`src/rtl/bin2bcd_seq_ctrl.sv`:
```
// Sequential binary-to-BCD converter (shift-and-add-3), one digit corrected per cycle
// through a shared external 4-bit adder; results and flags are registered at done.
`timescale 1ns/1ps
module bin2bcd_seq_ctrl #(
  parameter int BIN_W  = 8,
  parameter int DIGITS = 3
) (
  input  logic                  clk,
  input  logic                  reset_n,
  input  logic                  start,
  input  logic [BIN_W-1:0]      bin_in,
  output logic                  busy,
  output logic                  done,
  output logic [4*DIGITS-1:0]   bcd_out,
  output logic                  ovf,
  output logic                  err,
  output logic [3:0]            add_x,
  output logic [3:0]            add_y,
  output logic                  add_cin,
  input  logic [3:0]            add_s,
  input  logic                  add_cout
);

  localparam int DW = (DIGITS > 1) ? $clog2(DIGITS) : 1;
  localparam int CW = $clog2(BIN_W + 1);

  typedef enum logic [1:0] {IDLE, ADJ, SHIFT, DONE} state_t;

  state_t                state_q;
  logic [BIN_W-1:0]      sr_q;
  logic [4*DIGITS-1:0]   d_q;
  logic [CW-1:0]         bcnt_q;
  logic [DW-1:0]         dix_q;
  logic                  ovf_s_q;
  logic                  err_s_q;
  logic                  busy_q;
  logic                  done_q;
  logic [4*DIGITS-1:0]   bcd_q;
  logic                  ovf_q;
  logic                  err_q;
  logic [3:0]            cur_dig;

  always_comb begin
    cur_dig = 4'd0;
    for (int k = 0; k < DIGITS; k++) begin
      if (dix_q == DW'(k)) cur_dig = d_q[4*k +: 4];
    end
  end

  // Operands are only presented while correcting, so the adder idles at 0+0.
  assign add_x   = (state_q == ADJ) ? cur_dig : 4'd0;
  assign add_y   = (state_q == ADJ && cur_dig >= 4'd5) ? 4'd3 : 4'd0;
  assign add_cin = 1'b0;

  assign busy    = busy_q;
  assign done    = done_q;
  assign bcd_out = bcd_q;
  assign ovf     = ovf_q;
  assign err     = err_q;

  always_ff @(posedge clk or negedge reset_n) begin
    if (!reset_n) begin
      state_q <= IDLE;
      sr_q    <= '0;
      d_q     <= '0;
      bcnt_q  <= '0;
      dix_q   <= '0;
      ovf_s_q <= 1'b0;
      err_s_q <= 1'b0;
      busy_q  <= 1'b0;
      done_q  <= 1'b0;
      bcd_q   <= '0;
      ovf_q   <= 1'b0;
      err_q   <= 1'b0;
    end else begin
      case (state_q)
        IDLE: begin
          done_q <= 1'b0;
          if (start) begin
            sr_q    <= bin_in;
            d_q     <= '0;
            bcnt_q  <= '0;
            dix_q   <= '0;
            ovf_s_q <= 1'b0;
            err_s_q <= 1'b0;
            busy_q  <= 1'b1;
            state_q <= ADJ;
          end
        end
        ADJ: begin
          for (int k = 0; k < DIGITS; k++) begin
            if (dix_q == DW'(k)) d_q[4*k +: 4] <= add_s;
          end
          if (add_cout) err_s_q <= 1'b1;
          if (dix_q == DW'(DIGITS - 1)) begin
            dix_q   <= '0;
            state_q <= SHIFT;
          end else begin
            dix_q <= dix_q + 1'b1;
          end
        end
        SHIFT: begin
          // The final shift lands directly in bcd_out along with the sticky flags.
          d_q    <= {d_q[4*DIGITS-2:0], sr_q[BIN_W-1]};
          sr_q   <= sr_q << 1;
          bcnt_q <= bcnt_q + 1'b1;
          if (d_q[4*DIGITS-1]) ovf_s_q <= 1'b1;
          if (bcnt_q == CW'(BIN_W - 1)) begin
            bcd_q   <= {d_q[4*DIGITS-2:0], sr_q[BIN_W-1]};
            ovf_q   <= ovf_s_q | d_q[4*DIGITS-1];
            err_q   <= err_s_q;
            busy_q  <= 1'b0;
            done_q  <= 1'b1;
            state_q <= DONE;
          end else begin
            state_q <= ADJ;
          end
        end
        DONE: begin
          done_q  <= 1'b0;
          state_q <= IDLE;
        end
        default: state_q <= IDLE;
      endcase
    end
  end

endmodule
```
`config.mk`:
```
export PLATFORM = sky130hd
export DESIGN_NAME = bin2bcd_seq_ctrl
export DESIGN_NICKNAME = d
export VERILOG_FILES = /design/src/rtl/bin2bcd_seq_ctrl.sv
export SDC_FILE = /design/constraint.sdc
export NUM_CORES = 1
export LEC_CHECK = 0
export ABC_AREA = 1
export BUFFER_PORTS_ARGS = -buffer_cell sky130_fd_sc_hd__buf_2
export CORE_ASPECT_RATIO = 1.2
export CORE_MARGIN = 2
export CORE_UTILIZATION = 50
export CTS_CLUSTER_DIAMETER = 50
export DETAILED_ROUTE_END_ITERATION = 10
export PLACE_DENSITY = 0.72
export REMOVE_ABC_BUFFERS = 1
export SLEW_MARGIN = 20
export SYNTH_ARGS = -nofsm -noshare
export SYNTH_HDL_FRONTEND = slang
export SYNTH_SLANG_ARGS = --single-unit
export TNS_END_PERCENT = 50
```
`constraint.sdc`:
```
create_clock -name clk -period 3 [get_ports clk]
set_input_delay 0.3 -clock clk [delete_from_list [all_inputs] [get_ports clk]]
set_output_delay 0.3 -clock clk [all_outputs]
set_load 0.02 [all_outputs]
```
# After elaboration in Yosys (flattened, before gate mapping)
# Cells that the tools add are included.
# totals
wordCells	81
ff_bits	46
# op_classes
order_cmp	1
eq_ne	13
n_addsub	2
n_bitwise	1
muxes	31
n_reduce_logical	19
# ops
op	n
one-hot mux 12 bit (3 select lines)	1
two-way mux 4 bit	8
AND reduction 3 bit	6
one-hot mux 8 bit (2 select lines)	1
two-way mux 12 bit	1
two-way mux 2 bit	6
inequality test 2 bit (second input constant)	5
AND reduction 2 bit	5
two-way mux 8 bit	1
one-hot mux 1 bit (2 select lines)	4
one-hot mux 2 bit (4 select lines)	1
one-hot mux 4 bit (2 select lines)	1
== test 2 bit (second input constant)	3
two-way mux 1 bit	6
nonzero test 2 bit	3
adder 4 x 1 -> 4 bit (second input constant)	1
== test 2 x 1 -> 1 bit (second input constant)	2
== test 4 x 3 -> 1 bit (second input constant)	1
greater-or-equal comparator 4 x 3 -> 1 bit (second input constant)	1
logical NOT 2 bit	2
inequality test 2 x 1 -> 1 bit (second input constant)	2
one-hot mux 2 bit (2 select lines)	1
nonzero test 3 bit	1
adder 2 x 1 -> 2 bit (second input constant)	1
3 further kinds	3

# Longest topological paths before layout
# depth
word_depth	7
depth_mapped	8
mapped_depth_nobuf	8

# Least setup slack after synthesis
# OpenSTA, ideal clock, no wires.
# synth_path
kind	register to output
startpoint	register state_q[1]
endpoint	output port add_y[1]
path_buffers	2
arrival_ns	1.780
stages_incl_launch_ff	9
slack_ns	0.920
t_required_ns	2.700
path_cell_list	dfrtp_1 inv_1 ha_1 buf_4 o21ai_0 nor2_1 nand2_1 nand2_1 buf_4
# synth_between
elab_chain_len	3
# synth_rtl
item	line_no	text
start, declared	29	state_t state_q;
start signal, assigned	63	state_q <= IDLE;
start signal, assigned	87	state_q <= ADJ;
start signal, assigned	97	state_q <= SHIFT;
== test 2 x 1 -> 1 bit	52	assign add_y = (state_q == ADJ && cur_dig >= 4'd5) ? 4'd3 : 4'd0;
logical AND 1 bit	52	
two-way mux 2 bit	52	
end, declared	18	output logic [3:0] add_y,
# No other way between the ends.

# Worst setup path in the final report
# layout_path
startpoint	register state_q[0]
endpoint	register state_q[1]
# layout_between
elab_chain_len	3
# layout_rtl
item	line_no	text
== test 2 x 1 -> 1 bit or logical NOT 2 bit (tied branches)	76	case (state_q)
inequality test 2 x 1 -> 1 bit (no source line) or inequality test 2 bit (tied branches)	--	
AND reduction 2 bit (no source line)	--	
# Parallel ways exist; a longest one is shown, timed or not.
# A chain may end at the register's enable or synchronous reset.

==> impl_metrics.json <==
{
  "synth_top_area_share_pct": 49.8,
  "synth_area_leaders": "dfrtp_1 (50%), nand2_1 (13%), o21ai_0 (9.3%)",
  "row_count": 27,
  "firstDrtPassIters": 4,
  "slew-limit-headroom_pct": 56.3,
  "final_nets": 340,
  "path_max_fanout": 30,
  "synthCells": 286,
  "drv_cap": 0,
  "period_share_pct": 78.7,
  "power.leakage_uw": 0.00138,
  "antennaDiodeCount": 0,
  "finalNonFillerCells": 376,
  "n_fill_cell": 425,
  "hold_class": "primary input to asynchronous set/reset pin",
  "wl_per_cell_um": 13.0,
  "fin_crit_ns": 2.36,
  "die-area_sq_um": 5180,
  "clock_skew_ns": 0.00417,
  "postRouteAntennaNets": 0,
  "drt-initial-drc-count": 107,
  "ys_async_sr_fraction_pct": 100,
  "ys_top_cells_by_count": "nand2_1 (79), dfrtp_1 (46), o21ai_0 (43), inv_1 (32), nand3_1 (19)",
  "grt_pass1_vias": 1774,
  "root_buffer": "clkbuf_8",
  "synth_area_sq_um": 2310,
  "report.final.hold_viol_count": 4,
  "cp_data_required_time_ns": 3.24,
  "drc_errors": 0,
  "synth.most_common_cell": "nand2_1",
  "cts-resized-gates": 0,
  "synthFlopType": "dfrtp_1",
  "die_h_um": 78.5,
  "core_sq_um": 4530,
  "cts_num_sinks": 46,
  "setup_viol": 0,
  "avgViaCountPerCell": 5.19,
  "die-width_um": 66.0,
  "avgSynthCellArea_sq_um": 8.08,
  "start_kind": "flop",
  "area_delta_synth_final_pct": 12.6,
  "maxSlewViolCount": 0,
  "antenna_found_initial": 0,
  "r2r_setup_slack_ns": 0.64,
  "port_buffers": 37,
  "yosys_register_bits": 46,
  "crit_type": "flop to flop",
  "dp_hpwl_um": 3510,
  "failed_checks": "negative hold slack",
  "place_inst": 369,
  "initial_core_util_pct": 51.0,
  "hold_slack_ns": -0.00800,
  "setup_ws_ns": 0.640,
  "cts_tree": "built",
  "yosysSeqAreaShare_pct": 49.8,
  "grtUsageTotal_pct": 20.8,
  "clkTransAtPathRegs_ns": 0.08,
  "synth_cell_types": 25,
  "yosys.area.top_type": "dfrtp_1",
  "status": "complete, but fails checks",
  "final_util_pct": 57.4,
  "globalRoute.totalOverflow": 0,
  "ctsHoldBuffers": 0,
  "peakVddDrop_mv": 0.377,
  "vias": 1951,
  "worstPathArrival_ns": 2.60,
  "cts_buffer_depth": 2,
  "grt_pass1_wl_um": 8220,
  "clkLatencyLatePin_ns": 0.29,
  "synth-edff-count": 0,
  "cts_buffers": 5,
  "io_pins": 41,
  "max_freq_mhz": 424,
  "wirelength_um": 4880,
  "rsz0062_at_grt": "false",
  "worst_slew_pin_slew_ns": 0.653,
  "htreeDepth": 2,
  "yosysWarnings": 0,
  "end_kind": "flop",
  "cts_setup_buffers": 0,
  "setup_tns_ns": 0,
  "gp_congestion": 0.948,
  "pre_cts_ws_ns": 0.653,
  "power.density_nw_per_um2": 928,
  "final_layout_size_suffix_gt1_share_pct": 17.6,
  "grt_max_degree": 47
}
[flip-flops by register name, summed over array words and instances, names as in the netlist]
register / flops
err: 1
done: 1
ovf_s_q: 1
dix_q: 2
bcd_out: 12
ovf: 1
busy: 1
d_q: 12
err_s_q: 1
sr_q: 8
state_q: 2
bcnt_q: 4
[power by group]
part | switching, uW | internal [uW] | leakage (uW) | total, uW
sequential | 126 | 798 | 0.000608 | 923
clock | 196 | 266 | 0.0000573 | 463
combinational | 723 | 305 | 0.000711 | 1030
total | 1050 | 1370 | 0.00138 | 2410
[per-layer routing]
layer,share of wire [%],vias to the layer above,track usage (%)
li1,-,978,-
met1,47,915,29.1
met2,48,54,32.9
met3,4.6,4,4.15
met4,0.98,0,6.33
met5,0,-,0
[cell families after synthesis]
group	share of synthesized area [%]
and+or+nand+nor	21.4
other	0.162
adders and majority gates	3.25
AOI/OAI and AO/OA	15.5
buffers and inverters	9.86
DFF	49.8
[through the flow]
| stage | hold slack, ns | total power (uW) | area, sq um |
|---|---|---|---|
| after floorplan | 0.00441 | 1670 | 2230 |
| after global placement | 0.465 | 1940 | 2480 |
| after detailed placement | 0.466 | 1960 | 2480 |
| after CTS | 0.200 | 2430 | 2600 |
| after global routing | 0.0368 | 2640 | 2600 |
| final | -0.00800 | 2410 | 2600 |
[cells in the final DEF, fill, tap and decap left out]
cell type  Yosys  routed
nand2_1       79      79
dfrtp_1       46      46
o21ai_0       43      43
buf_2          3      36
inv_1         32      32
nand3_1       19      19
nor2_1        14      14
a21oi_1        8       8
ha_1           6       6
clkbuf_8       0       6
o211ai_1       5       5
nand2_2        4       4
inv_2          3       3
a31oi_1        3       3
conb_1         1       3
a21oi_2        2       2
nand4_2        1       1
inv_4          1       1
o21ai_4        1       1
o21ai_1        1       1
nand4_1        1       1
a22oi_1        1       1
or2_1          1       1
bufinv_16      0       1
buf_4          7       1
[worst max-delay path: stages (launching register included)]
cell and delay (ns):
dfrtp_1 0.42, inv_1 0.13, ha_1 0.56, nand4_2 0.67, o21ai_0 0.39, nand2_1 0.08, nand2_1 0.06
[final timing paths]
path / from / end / depth (start not counted)
max: state_q[0] / state_q[1] / 6
min: reset_n / sr_q[4] / 1
min reg2reg: d_q[2] / d_q[2] / 2
min in group clk: bin_in[0] / sr_q[0] / 3
max in group asynchronous: reset_n / bcd_out[2] / 1
max reg2reg: state_q[0] / state_q[1] / 6
[final cells by class]
class	count	area [sq um]	share of cell area [%]
flip-flops and latches	46	1150	44.3
multi-input cells	192	938	36.1
repair buffers	37	188	7.22
inverters	36	138	5.29
clock buffers	6	82.6	3.18
well taps	58	72.6	2.79
clock inverters	1	30.0	1.15
(Power assumes the default switching activity.)
